`src/rtl/lockout_pkg.sv`:
```
// Shared types and constants for the lockout controller.
package lockout_pkg;

    typedef enum logic [1:0] {
        ARMED   = 2'd0,
        OPEN    = 2'd1,
        LOCKOUT = 2'd2
    } state_t;

    // Active-low {red,green,blue}
    localparam logic [2:0] LED_ARMED = 3'b110;
    localparam logic [2:0] LED_OPEN  = 3'b101;
    localparam logic [2:0] LED_LOCK  = 3'b011;
    localparam logic [2:0] LED_OFF   = 3'b111;

endpackage

```
`src/rtl/lockout_ctrl_sec_ticker.sv`:
```
// sec_ticker: emits a one-cycle tick every TICK_CYC cycles.
// A synchronous restart clears the count so the next tick lands TICK_CYC
// cycles after the restart edge.
module sec_ticker #(
    parameter int TICK_CYC = 12_000_000
) (
    input  logic clk,
    input  logic rst,
    input  logic restart,
    output logic tick
);

    localparam int CW = (TICK_CYC > 1) ? $clog2(TICK_CYC) : 1;
    localparam logic [CW-1:0] LAST = CW'(TICK_CYC - 1);

    logic [CW-1:0] cnt_q, cnt_d;

    assign tick = (cnt_q == LAST);

    // Next count: clear on restart or wrap, else increment
    always_comb begin
        cnt_d = cnt_q;
        if (restart || tick) begin
            cnt_d = '0;
        end else begin
            cnt_d = cnt_q + 1'b1;
        end
    end

    // Count register
    always_ff @(posedge clk or posedge rst) begin
        if (rst) begin
            cnt_q <= '0;
        end else begin
            cnt_q <= cnt_d;
        end
    end

endmodule

```
`src/rtl/lockout_ctrl.sv`:
```
// lockout_ctrl: lock policy downstream of the password compare stage.
// ARMED -> OPEN on a correct code, ARMED -> LOCKOUT after MAX_TRIES
// consecutive wrong codes; OPEN and LOCKOUT are timed in whole seconds.
// Optional feature macro: LOCKOUT_BUZZER_EN (buzzer tone during LOCKOUT).
module lockout_ctrl
    import lockout_pkg::*;
#(
    parameter int TICK_CYC   = 12_000_000,
    parameter int OPEN_TICKS = 5,
    parameter int LOCK_TICKS = 10,
    parameter int MAX_TRIES  = 3,
    parameter int BUZZ_HALF  = 3000
) (
    input  logic       clk,
    input  logic       rst,
    input  logic       chk,
    input  logic       ok,
    input  logic       relock,
    output logic       unlocked,
    output logic [2:0] led,
    output logic [2:0] tries_left,
    output logic [7:0] sec_left,
    output logic       buzzer
);

    localparam logic [2:0] TRIES_MAX = 3'(MAX_TRIES);
    localparam logic [7:0] SEC_OPEN  = 8'(OPEN_TICKS);
    localparam logic [7:0] SEC_LOCK  = 8'(LOCK_TICKS);

    state_t     state_q, state_d;
    logic [2:0] tries_q, tries_d;
    logic [7:0] sec_q, sec_d;
    logic [2:0] led_q, led_d;
    logic       unl_q, unl_d;
    logic       win_restart;
    logic       restart;
    logic       tick;

    // Prescaler restarts on every state entry and on every OPEN window restart
    sec_ticker #(.TICK_CYC(TICK_CYC)) u_ticker (
        .clk     (clk),
        .rst     (rst),
        .restart (restart),
        .tick    (tick)
    );

    // Next-state, counters and decoded outputs
    always_comb begin
        state_d     = state_q;
        tries_d     = tries_q;
        sec_d       = sec_q;
        win_restart = 1'b0;
        case (state_q)
            ARMED: begin
                // chk takes priority; relock alone has no effect here
                if (chk) begin
                    if (ok) begin
                        state_d = OPEN;
                        tries_d = TRIES_MAX;
                        sec_d   = SEC_OPEN;
                    end else if (tries_q > 3'd1) begin
                        tries_d = tries_q - 3'd1;
                    end else begin
                        state_d = LOCKOUT;
                        tries_d = TRIES_MAX;
                        sec_d   = SEC_LOCK;
                    end
                end
            end
            OPEN: begin
                // relock beats a simultaneous chk; a wrong code is ignored
                if (relock) begin
                    state_d = ARMED;
                    sec_d   = 8'd0;
                end else if (chk && ok) begin
                    sec_d       = SEC_OPEN;
                    win_restart = 1'b1;
                end else if (tick) begin
                    if (sec_q <= 8'd1) begin
                        state_d = ARMED;
                        sec_d   = 8'd0;
                    end else begin
                        sec_d = sec_q - 8'd1;
                    end
                end
            end
            LOCKOUT: begin
                if (tick) begin
                    if (sec_q <= 8'd1) begin
                        state_d = ARMED;
                        sec_d   = 8'd0;
                    end else begin
                        sec_d = sec_q - 8'd1;
                    end
                end
            end
            default: begin
                state_d = ARMED;
                tries_d = TRIES_MAX;
                sec_d   = 8'd0;
            end
        endcase

        restart = win_restart || (state_d != state_q);

        led_d = LED_OFF;
        unl_d = 1'b0;
        case (state_d)
            ARMED:   led_d = LED_ARMED;
            OPEN: begin
                led_d = LED_OPEN;
                unl_d = 1'b1;
            end
            LOCKOUT: led_d = LED_LOCK;
            default: led_d = LED_ARMED;
        endcase
    end

    // State, counters and registered outputs
    always_ff @(posedge clk or posedge rst) begin
        if (rst) begin
            state_q <= ARMED;
            tries_q <= TRIES_MAX;
            sec_q   <= 8'd0;
            led_q   <= LED_ARMED;
            unl_q   <= 1'b0;
        end else begin
            state_q <= state_d;
            tries_q <= tries_d;
            sec_q   <= sec_d;
            led_q   <= led_d;
            unl_q   <= unl_d;
        end
    end

    assign unlocked   = unl_q;
    assign led        = led_q;
    assign tries_left = tries_q;
    assign sec_left   = sec_q;

`ifdef LOCKOUT_BUZZER_EN
    localparam int BW = (BUZZ_HALF > 1) ? $clog2(BUZZ_HALF) : 1;
    localparam logic [BW-1:0] BLAST = BW'(BUZZ_HALF - 1);

    logic [BW-1:0] bcnt_q, bcnt_d;
    logic          buzz_q, buzz_d;

    // Square wave while staying in LOCKOUT; silent on entry, exit and elsewhere
    always_comb begin
        bcnt_d = '0;
        buzz_d = 1'b0;
        if (state_d == LOCKOUT && state_q == LOCKOUT) begin
            if (bcnt_q == BLAST) begin
                bcnt_d = '0;
                buzz_d = ~buzz_q;
            end else begin
                bcnt_d = bcnt_q + 1'b1;
                buzz_d = buzz_q;
            end
        end
    end

    // Buzzer divider register
    always_ff @(posedge clk or posedge rst) begin
        if (rst) begin
            bcnt_q <= '0;
            buzz_q <= 1'b0;
        end else begin
            bcnt_q <= bcnt_d;
            buzz_q <= buzz_d;
        end
    end

    assign buzzer = buzz_q;
`else
    // Constant 0; BUZZ_HALF stays in the header so both builds share one interface
    assign buzzer = (BUZZ_HALF < 0) ? 1'b1 : 1'b0;
`endif

endmodule

```
`config.mk`:
```
export PLATFORM = sky130hd
export DESIGN_NAME = lockout_ctrl
export DESIGN_NICKNAME = d
export VERILOG_FILES = /design/src/rtl/lockout_pkg.sv /design/src/rtl/lockout_ctrl_sec_ticker.sv /design/src/rtl/lockout_ctrl.sv
export SDC_FILE = /design/constraint.sdc
export NUM_CORES = 1
export LEC_CHECK = 0
export CORE_MARGIN = 3
export CORE_UTILIZATION = 58
export DETAILED_ROUTE_END_ITERATION = 10
export GPL_TIMING_DRIVEN = 0
export PLACE_DENSITY_LB_ADDON = 0.08
export SLEW_MARGIN = 30
export SYNTH_ARGS = -nofsm -noshare
export SYNTH_HDL_FRONTEND = slang
export SYNTH_SLANG_ARGS = --single-unit
export TNS_END_PERCENT = 30
```
`constraint.sdc`:
```
create_clock -name clk -period 3.1 [get_ports clk]
set_input_delay 0.62 -clock clk [delete_from_list [all_inputs] [get_ports clk]]
set_output_delay 0.62 -clock clk [all_outputs]
set_load 0.01 [all_outputs]
```
; Word level (Yosys, flattened, before mapping)
; Index checks and enable logic that the tools add are counted.
[word_totals]
reg_bits = 41
latch_bits = 0
ramBits = 0
romBits = 0
input_bits = 5
output_inout_bits = 16
elab_cells = 53
mem_count = 0
[op_classes]
addsub = 3
n_mul = 0
n_div = 0
order_cmp = 2
n_eq_ne = 8
shift = 0
n_mux = 26
bitwise_logic = 1
n_reduce_logical = 7
[op_table]
columns = cell, n
row1 = $mux 8, 7
row2 = $add 24x1->24 const B, 1
row3 = $eq 24x24->1 const B, 1
row4 = $mux 24, 1
row5 = $pmux 8 s3, 1
row6 = $mux 2, 7
row7 = $pmux 3 s2, 2
row8 = $mux 3, 3
row9 = $le 8x1->1 const B, 1
row10 = $sub 8x1->8 const B, 1
row11 = $pmux 2 s3, 1
row12 = $eq 2x1->1 const B, 2
row13 = $eq 2x2->1 const B, 2
row14 = $mux 1, 4
row15 = $reduce_and 2->1, 2
row16 = $gt 3x1->1 const B, 1
row17 = $ne 3x3->1 const B, 1
row18 = $sub 3x1->3 const B, 1
row19 = $logic_not 2->1, 1
row20 = $logic_or 1x1->1, 2
row21 = $ne 2x2->1, 1
row22 = $ne 2x2->1 const B, 1
row23 = $reduce_or 2->1, 1
row24 = $logic_and 1x1->1, 1
row25 = $not 1->1, 1

; Depth between registers and ports, before layout
[depth]
depth_word = 10
ltp_mapped = 9

; Hierarchy
; Synthesis repeated with hierarchy kept, for this count alone.
[unflattened]
hier_cells = 268
area_unflattened_um2 = 2532.4
[by_module_without_submodules]
columns = module, n_inst, cells_per_inst, area_per_inst_um2, seq_area_each_um2
row1 = sec_ticker, 1, 132, 1271.2, 600.6
row2 = lockout_ctrl, 1, 136, 1261.2, 430.4

; Least setup slack after synthesis
; Ideal clock, no wire load.
[synth_path]
path_type = reg2reg
from = reg sec_q[2] (netlist: sec_left[2])
to = reg led_q[0] (netlist: led[0])
setup_ns = 0.113
t_arrival_ns = 2.117
required_ns = 2.987
path_slack_ns = 0.870
stages_incl_launch_ff = 8
n_path_buf = 0
cell_sequence = dfrtp_1 -> or4_1 -> nor4_4 -> nand3_1 -> o21ai_2 -> a31oi_1 -> ha_1 -> inv_1
[synth_via]
elab_chain_cells = 8
[synth_lines]
columns = element, line_no
row1 = "start, declared", lockout_ctrl.sv:32  ; logic [7:0] sec_q, sec_d;
row2 = "start signal, assigned", lockout_ctrl.sv:124  ; sec_q <= 8'd0;
row3 = "start signal, assigned", lockout_ctrl.sv:130  ; sec_q <= sec_d;
row4 = $le 8x1->1 *, "lockout_ctrl.sv:79, lockout_ctrl.sv:89"
row5 = $mux 2 *, "lockout_ctrl.sv:79, lockout_ctrl.sv:89"
row6 = $mux 2 *, lockout_ctrl.sv:88  ; if (tick) begin
row7 = $mux 2, lockout_ctrl.sv:75  ; end else if (chk && ok) begin
row8 = $mux 2, lockout_ctrl.sv:72  ; if (relock) begin
row9 = $pmux 2 s3 *, lockout_ctrl.sv:53  ; case (state_q)
row10 = via state_d[1], lockout_ctrl.sv:30  ; state_t state_q, state_d;
row11 = $eq 2x2->1 or $eq 2x1->1 (tied branches), lockout_ctrl.sv:108  ; case (state_d)
row12 = $pmux 3 s2 *, lockout_ctrl.sv:108
row13 = via led_d[0], lockout_ctrl.sv:33  ; logic [2:0] led_q, led_d;
row14 = "end signal, assigned", lockout_ctrl.sv:131  ; led_q <= led_d;
row15 = "end, declared", lockout_ctrl.sv:33
; The timed path passes the listed nets; every way through them passes the cells marked *.
; A chain may end at the register's enable or synchronous reset.

; Final worst setup path
[layout_path]
from = reg u_ticker.cnt_q[10]
to = reg led_q[0] (netlist: led[0])
[layout_via]
elab_chain_cells = 7
[layout_lines]
columns = element, line_no
row1 = "start, declared", lockout_ctrl_sec_ticker.sv:16  ; logic [CW-1:0] cnt_q, cnt_d;
row2 = "start signal, assigned", lockout_ctrl_sec_ticker.sv:35  ; cnt_q <= cnt_d;
row3 = $eq 24x24->1 *, lockout_ctrl_sec_ticker.sv:18  ; assign tick = (cnt_q == LAST);
row4 = $mux 2 *, lockout_ctrl.sv:88
row5 = $mux 2, lockout_ctrl.sv:75
row6 = $mux 2, lockout_ctrl.sv:72
row7 = $pmux 2 s3 *, lockout_ctrl.sv:53
row8 = via state_d[1], lockout_ctrl.sv:30
row9 = $eq 2x2->1 or $eq 2x1->1 (tied branches), lockout_ctrl.sv:108
row10 = $pmux 3 s2 *, lockout_ctrl.sv:108
row11 = via led_d[0], lockout_ctrl.sv:33
; Marks and branches as above.

==> flow_summary.json <==
{
  "cp.arrival_ps": 2680,
  "synth_seq_area_share_pct": 41.83,
  "core_area_mm2": 0.004058,
  "synth.most_common_cell": "nor2_1",
  "post_cts_buffers": 0,
  "antenna_found_initial": 0,
  "postSynthCellCount": 262,
  "clk_path_buf_depth": 2,
  "min-delay-path-class": "reg2reg",
  "synth-edff-count": 0,
  "drv_cap": 0,
  "peakVddDrop_mv": 0.6326,
  "async_flop_share_pct": 100.0,
  "first_pass_iters": 4,
  "post-dp-hpwl_um": 3670,
  "timing.fmax_ghz": 0.4028,
  "cp.required_ps": 3290,
  "report.final.setup_viol": 0,
  "final_util_pct": 69.78,
  "yosysTopAreaCell": "dfrtp_1",
  "p_per_area_mw_per_mm2": 662.2,
  "die_x_um": 71.19,
  "drv_slew": 0,
  "first_global_vias": 1987,
  "ys_top_cells_by_count": "nor2_1 (41), dfrtp_1 (37), inv_1 (19)",
  "diodes": 0,
  "first_iter_violations": 105,
  "synth_area_leaders": "dfrtp_1 (38%), nor2_1 (6.2%), ha_1 (6.1%), xnor2_1 (4.6%), dfstp_2 (4.3%)",
  "rsz0062_at_grt": "false",
  "synth_area_mm2": 0.002465,
  "rows": 23,
  "cts_resized": 0,
  "period_minus_slack_ps": 2483,
  "end_kind": "register",
  "fin_skew_ps": 10.65,
  "drive_gt1_share_pct": 9.655,
  "numClockSinks": 41,
  "place_congestion": 1.018,
  "synth-warning-count": 0,
  "hold_viol": 0,
  "drt-total-wl_um": 4986,
  "grt_max_degree": 23,
  "drc": 0,
  "cts-root-buf": "clkbuf_8",
  "num_vias": 1980,
  "crit_path_start_kind": "register",
  "htreeDepth": 2,
  "crit_fanout": 6,
  "crit_type": "reg2reg",
  "viasPerCell": 5.824,
  "syn_to_final_growth_pct": 14.87,
  "portBuffers": 19,
  "multiInputGateArea_mm2": 0.001315,
  "leakage_nw": 1.187,
  "die-area_mm2": 0.005068,
  "grt_pass1_wl_um": 8970,
  "regArea_mm2": 0.001031,
  "ant_nets": 0,
  "nFillCells": 338,
  "clk_pin_slew_ps": 80,
  "worstSkewPairLatency_ps": 300,
  "setup-tns-final_ps": 0,
  "synth_cell_types": 57,
  "wl_per_cell_um": 14.66,
  "fin_crit_sh_pct": 80.08,
  "syn_area_per_cell_um2": 9.408,
  "cts_tree": "yes",
  "initial_core_util_pct": 60.75,
  "fp.dieH_um": 71.19,
  "numCtsBuffers": 5,
  "cts-hold-fix-buffers": 0,
  "grt_usage_pct": 22.32,
  "synth_ff_type": "dfrtp_1",
  "synth-seq-cells": 41,
  "fin_nets": 306,
  "io_pins": 21,
  "synth_top_area_share_pct": 37.56,
  "grt-ovfl-total": 0,
  "syn_nets": 279,
  "status": "complete, no violations"
}
power breakdown:
group | leakage, nW | total, W | switching, W | internal, W
combinational | 0.598 | 0.000801 | 0.000445 | 0.000356
sequential | 0.545 | 0.000726 | 0.0000943 | 0.000631
clock | 0.0439 | 0.000349 | 0.000193 | 0.000156
total | 1.19 | 0.00188 | 0.000733 | 0.00114
critical path, cell delays in order, from the launching register on:
cell and delay (ps):
dfrtp_1 430, or4_1 580, nor4_4 420, nand3_1 250, o21ai_2 240, a31oi_1 140, ha_1 300, inv_1 40
cell usage in the layout, fill, tap and decap left out, types with 3 or more instances in the layout:
cell type	netlist	routed
clkdlybuf4s50_1	0	19
nand3_1	10	10
and4_1	4	4
a31oi_1	3	3
buf_4	3	3
inv_1	19	18
nand2_1	13	13
xor2_1	12	12
nand4_1	11	11
dfstp_2	4	4
dfrtp_1	37	37
a21oi_1	6	6
xnor2_1	13	13
ha_1	12	12
nor3_1	10	10
nand2b_1	3	3
clkbuf_1	3	3
or4_1	4	4
clkbuf_8	0	5
nor2_1	41	41
nor4_1	4	4
o21ai_0	3	3
final cells by class:
class,count,share of cell area [%]
multi-input combinational,193,46.44
sequential,41,36.41
timing repair buffer,20,7.689
inverter,20,2.651
clock buffer,5,2.430
tap,50,2.209
buffer,8,1.547
clock inverter,3,0.6186
registers in the layout, indices dropped and copies added, names as in the netlist:
| name | cells |
|---|---|
| u_ticker.cnt_q | 24 |
| sec_left | 8 |
| led | 3 |
| tries_left | 3 |
| state_q | 2 |
| unlocked | 1 |
layer usage:
| metal | global-route usage [%] | up-vias | wire length (um) |
|---|---|---|---|
| met2 | 37.04 | 39 | 2390 |
| met5 | 0 | - | 0 |
| met3 | 4.688 | 8 | 193 |
| li1 | - | 984 | - |
| met4 | 8.142 | 0 | 87 |
| met1 | 28.72 | 949 | 2313 |
final timing paths:
| check | startpoint | to | slack (ps) | cells after the start |
|---|---|---|---|---|
| worst min register to register | u_ticker.cnt_q[0]$_DFF_PP0_ | u_ticker.cnt_q[0]$_DFF_PP0_ | 450 | 1 |
| max in group asynchronous | rst | led[2]$_DFF_PP1_ | 1890 | 3 |
| min in group asynchronous | rst | unlocked$_DFF_PP0_ | 660 | 2 |
| worst max register to register | u_ticker.cnt_q[10]$_DFF_PP0_ | led[0]$_DFF_PP0_ | 620 | 7 |
| worst max-delay path | u_ticker.cnt_q[10]$_DFF_PP0_ | led[0]$_DFF_PP0_ | 620 | 7 |
| worst min-delay path | u_ticker.cnt_q[0]$_DFF_PP0_ | u_ticker.cnt_q[0]$_DFF_PP0_ | 450 | 1 |
through the flow:
stage                     cell area (um^2)  setup WS, ps  total power (W)  cells  hold slack, ps
final                                 2831         617.4         0.001875    340           454.4
after global placement                2718         626.4         0.001510    331           440.0
after global routing                  2831         429.8         0.002026    340           508.9
after floorplan                       2465         870.2         0.001279    262           423.3
after CTS                             2831         611.5         0.001894    340           459.4
after detailed placement              2745         620.8         0.001534    332           448.0
kinds of logic after synthesis:
logic type | count (synthesis) | synth area share (%)
AOI/OAI and AO/OA | 34 | 10.25
xor gates and xnor gates | 25 | 8.883
adders and majority gates | 12 | 6.091
buffers and inverters | 28 | 4.822
DFF | 41 | 41.83
muxes | 2 | 0.8629
other | 1 | 0.1521
and+or+nand+nor | 119 | 27.11
(Power assumes the default switching activity.)
==> RTL change (same settings) <==
Encoding of `state_t`: now one-hot (3 bits for 3 states).
--- a/src/rtl/lockout_pkg.sv
+++ b/src/rtl/lockout_pkg.sv
@@ -3,6 +3,6 @@
 
-    typedef enum logic [1:0] {
-        ARMED   = 2'd0,
-        OPEN    = 2'd1,
-        LOCKOUT = 2'd2
+    typedef enum logic [2:0] {
+        ARMED   = 3'b001,
+        OPEN    = 3'b010,
+        LOCKOUT = 3'b100
     } state_t;
Behaviour: same outputs for any inputs over 10 cycles, from zero or initial values and one cycle with rst high; not proved beyond that.
==> RTL change against the unedited design <==
Synthesized area fell by 3.5%. Worst hold slack improved by 0.062 ns. Wire length fell by 1.1%. Clock skew fell by 0.0039 ns. Total power fell by 6.1%. Synthesized cell count fell by 1.5%. Cell count fell by 1.8%. Sequential cell count rose by 1. Sequential power fell by 2%. Largest power group is now sequential cells. Clock power rose by 5%. Non-clock buffer count rose by 2. Worst setup slack improved by 0.028 ns. Count of clock-buffer cells in the layout rose by 1. Cell area fell by 2.8%.
==> RTL change: results (changes against the unedited design) <==
- The flow ran to the end, and the final reports show no timing, DRC or antenna violations.
- The final routed wirelength across all metal layers is 4930 microns (-1.1%).
- The placer's final routability congestion estimate came to 0.838 (-18%).
- The slack of the worst reg-to-reg path is 0.65 ns (+0.03 ns).
- The post-place setup slack was 0.404 ns (-0.217 ns).
- The via count of the first global-routing pass was 1,749 (-12%).
- The final total power was 1.76 mW (-6.1%).
- The average vias per placed instance is 5.92 (+1.7%).
- The total number of vias came to 1,978 (-0.10%).
- The maximum net fanout on the critical path came to 10 (+4).
- The share of the clock period used by the worst path after layout is 0.792 (-0.00899).
- The power of the sequential group was 0.708 mW (-2%).
- The distinct cell type count after synthesis is 56 (-1.8%).
- The first-pass GRT wire length is 8400 microns (-6.3%).
- The static leakage is 1.14 nW (-3.9%).
- The share of synthesized cell area in full adder, half adder and majority cells was 0.0210 (-0.0399).
- The post-detailed-placement half-perimeter wirelength is 3690 microns (+0.67%).
- The worst IR drop on VDD was 0.477 mV (-25%).
- The final clock skew is 0.00680 ns (-0.00385 ns).
- The average instance area after synthesis is 9.22 sq um (-2.0%).
- After synthesis, the most frequently instantiated cells are 38 x nor2_1, 37 x dfrtp_1, 16 x nand2_1, 15 x nand3_1, 13 x xnor2_1.
- The total track usage came to 0.212 (-0.0115).
- The number of cells in the design after placement was 326 (-1.8%).
- The number of nets at the end of the flow came to 294 (-3.9%).
- The switching power share of the total was 0.374 (-0.0169).
- The clock power share is 0.208 (+0.022).
- The depth of the worst register-to-register path is 6 (-1).
- The XOR/XNOR share of the synthesized area was 0.0810 (-0.00787).
- The post-route worst hold slack came to 0.517 ns (+0.0622 ns).
RTL change: layer usage:
metal | vias up | GRT usage | part of all wire | routed length [microns]
met5 | - | 0 | 0 | 0
met4 | 0 | 0.0638 | 0.0081 | 40
met3 | 6 | 0.0403 | 0.062 | 306
met2 | 63 | 0.298 | 0.44 | 2150
met1 | 932 | 0.327 | 0.49 | 2440
li1 | 977 | - | - | -
RTL change: cell type report:
class | instances | area (sq um)
multi-input cells | 197 | 1240
flip-flops and latches | 42 | 1060
plain buffers | 10 | 51.3
clock buffers | 6 | 82.6
clock inverters | 2 | 12.5
well taps | 48 | 60.1
inverters | 9 | 33.8
repair buffers | 20 | 218
fillers | 313 | 1050
RTL change: critical path: stages (launching register included):
cell and delay (ns):
dfrtp_1 0.42, or4b_1 0.53, or4_4 0.45, or2_1 0.24, buf_6 0.15, o31ai_1 0.42, nor2_1 0.10
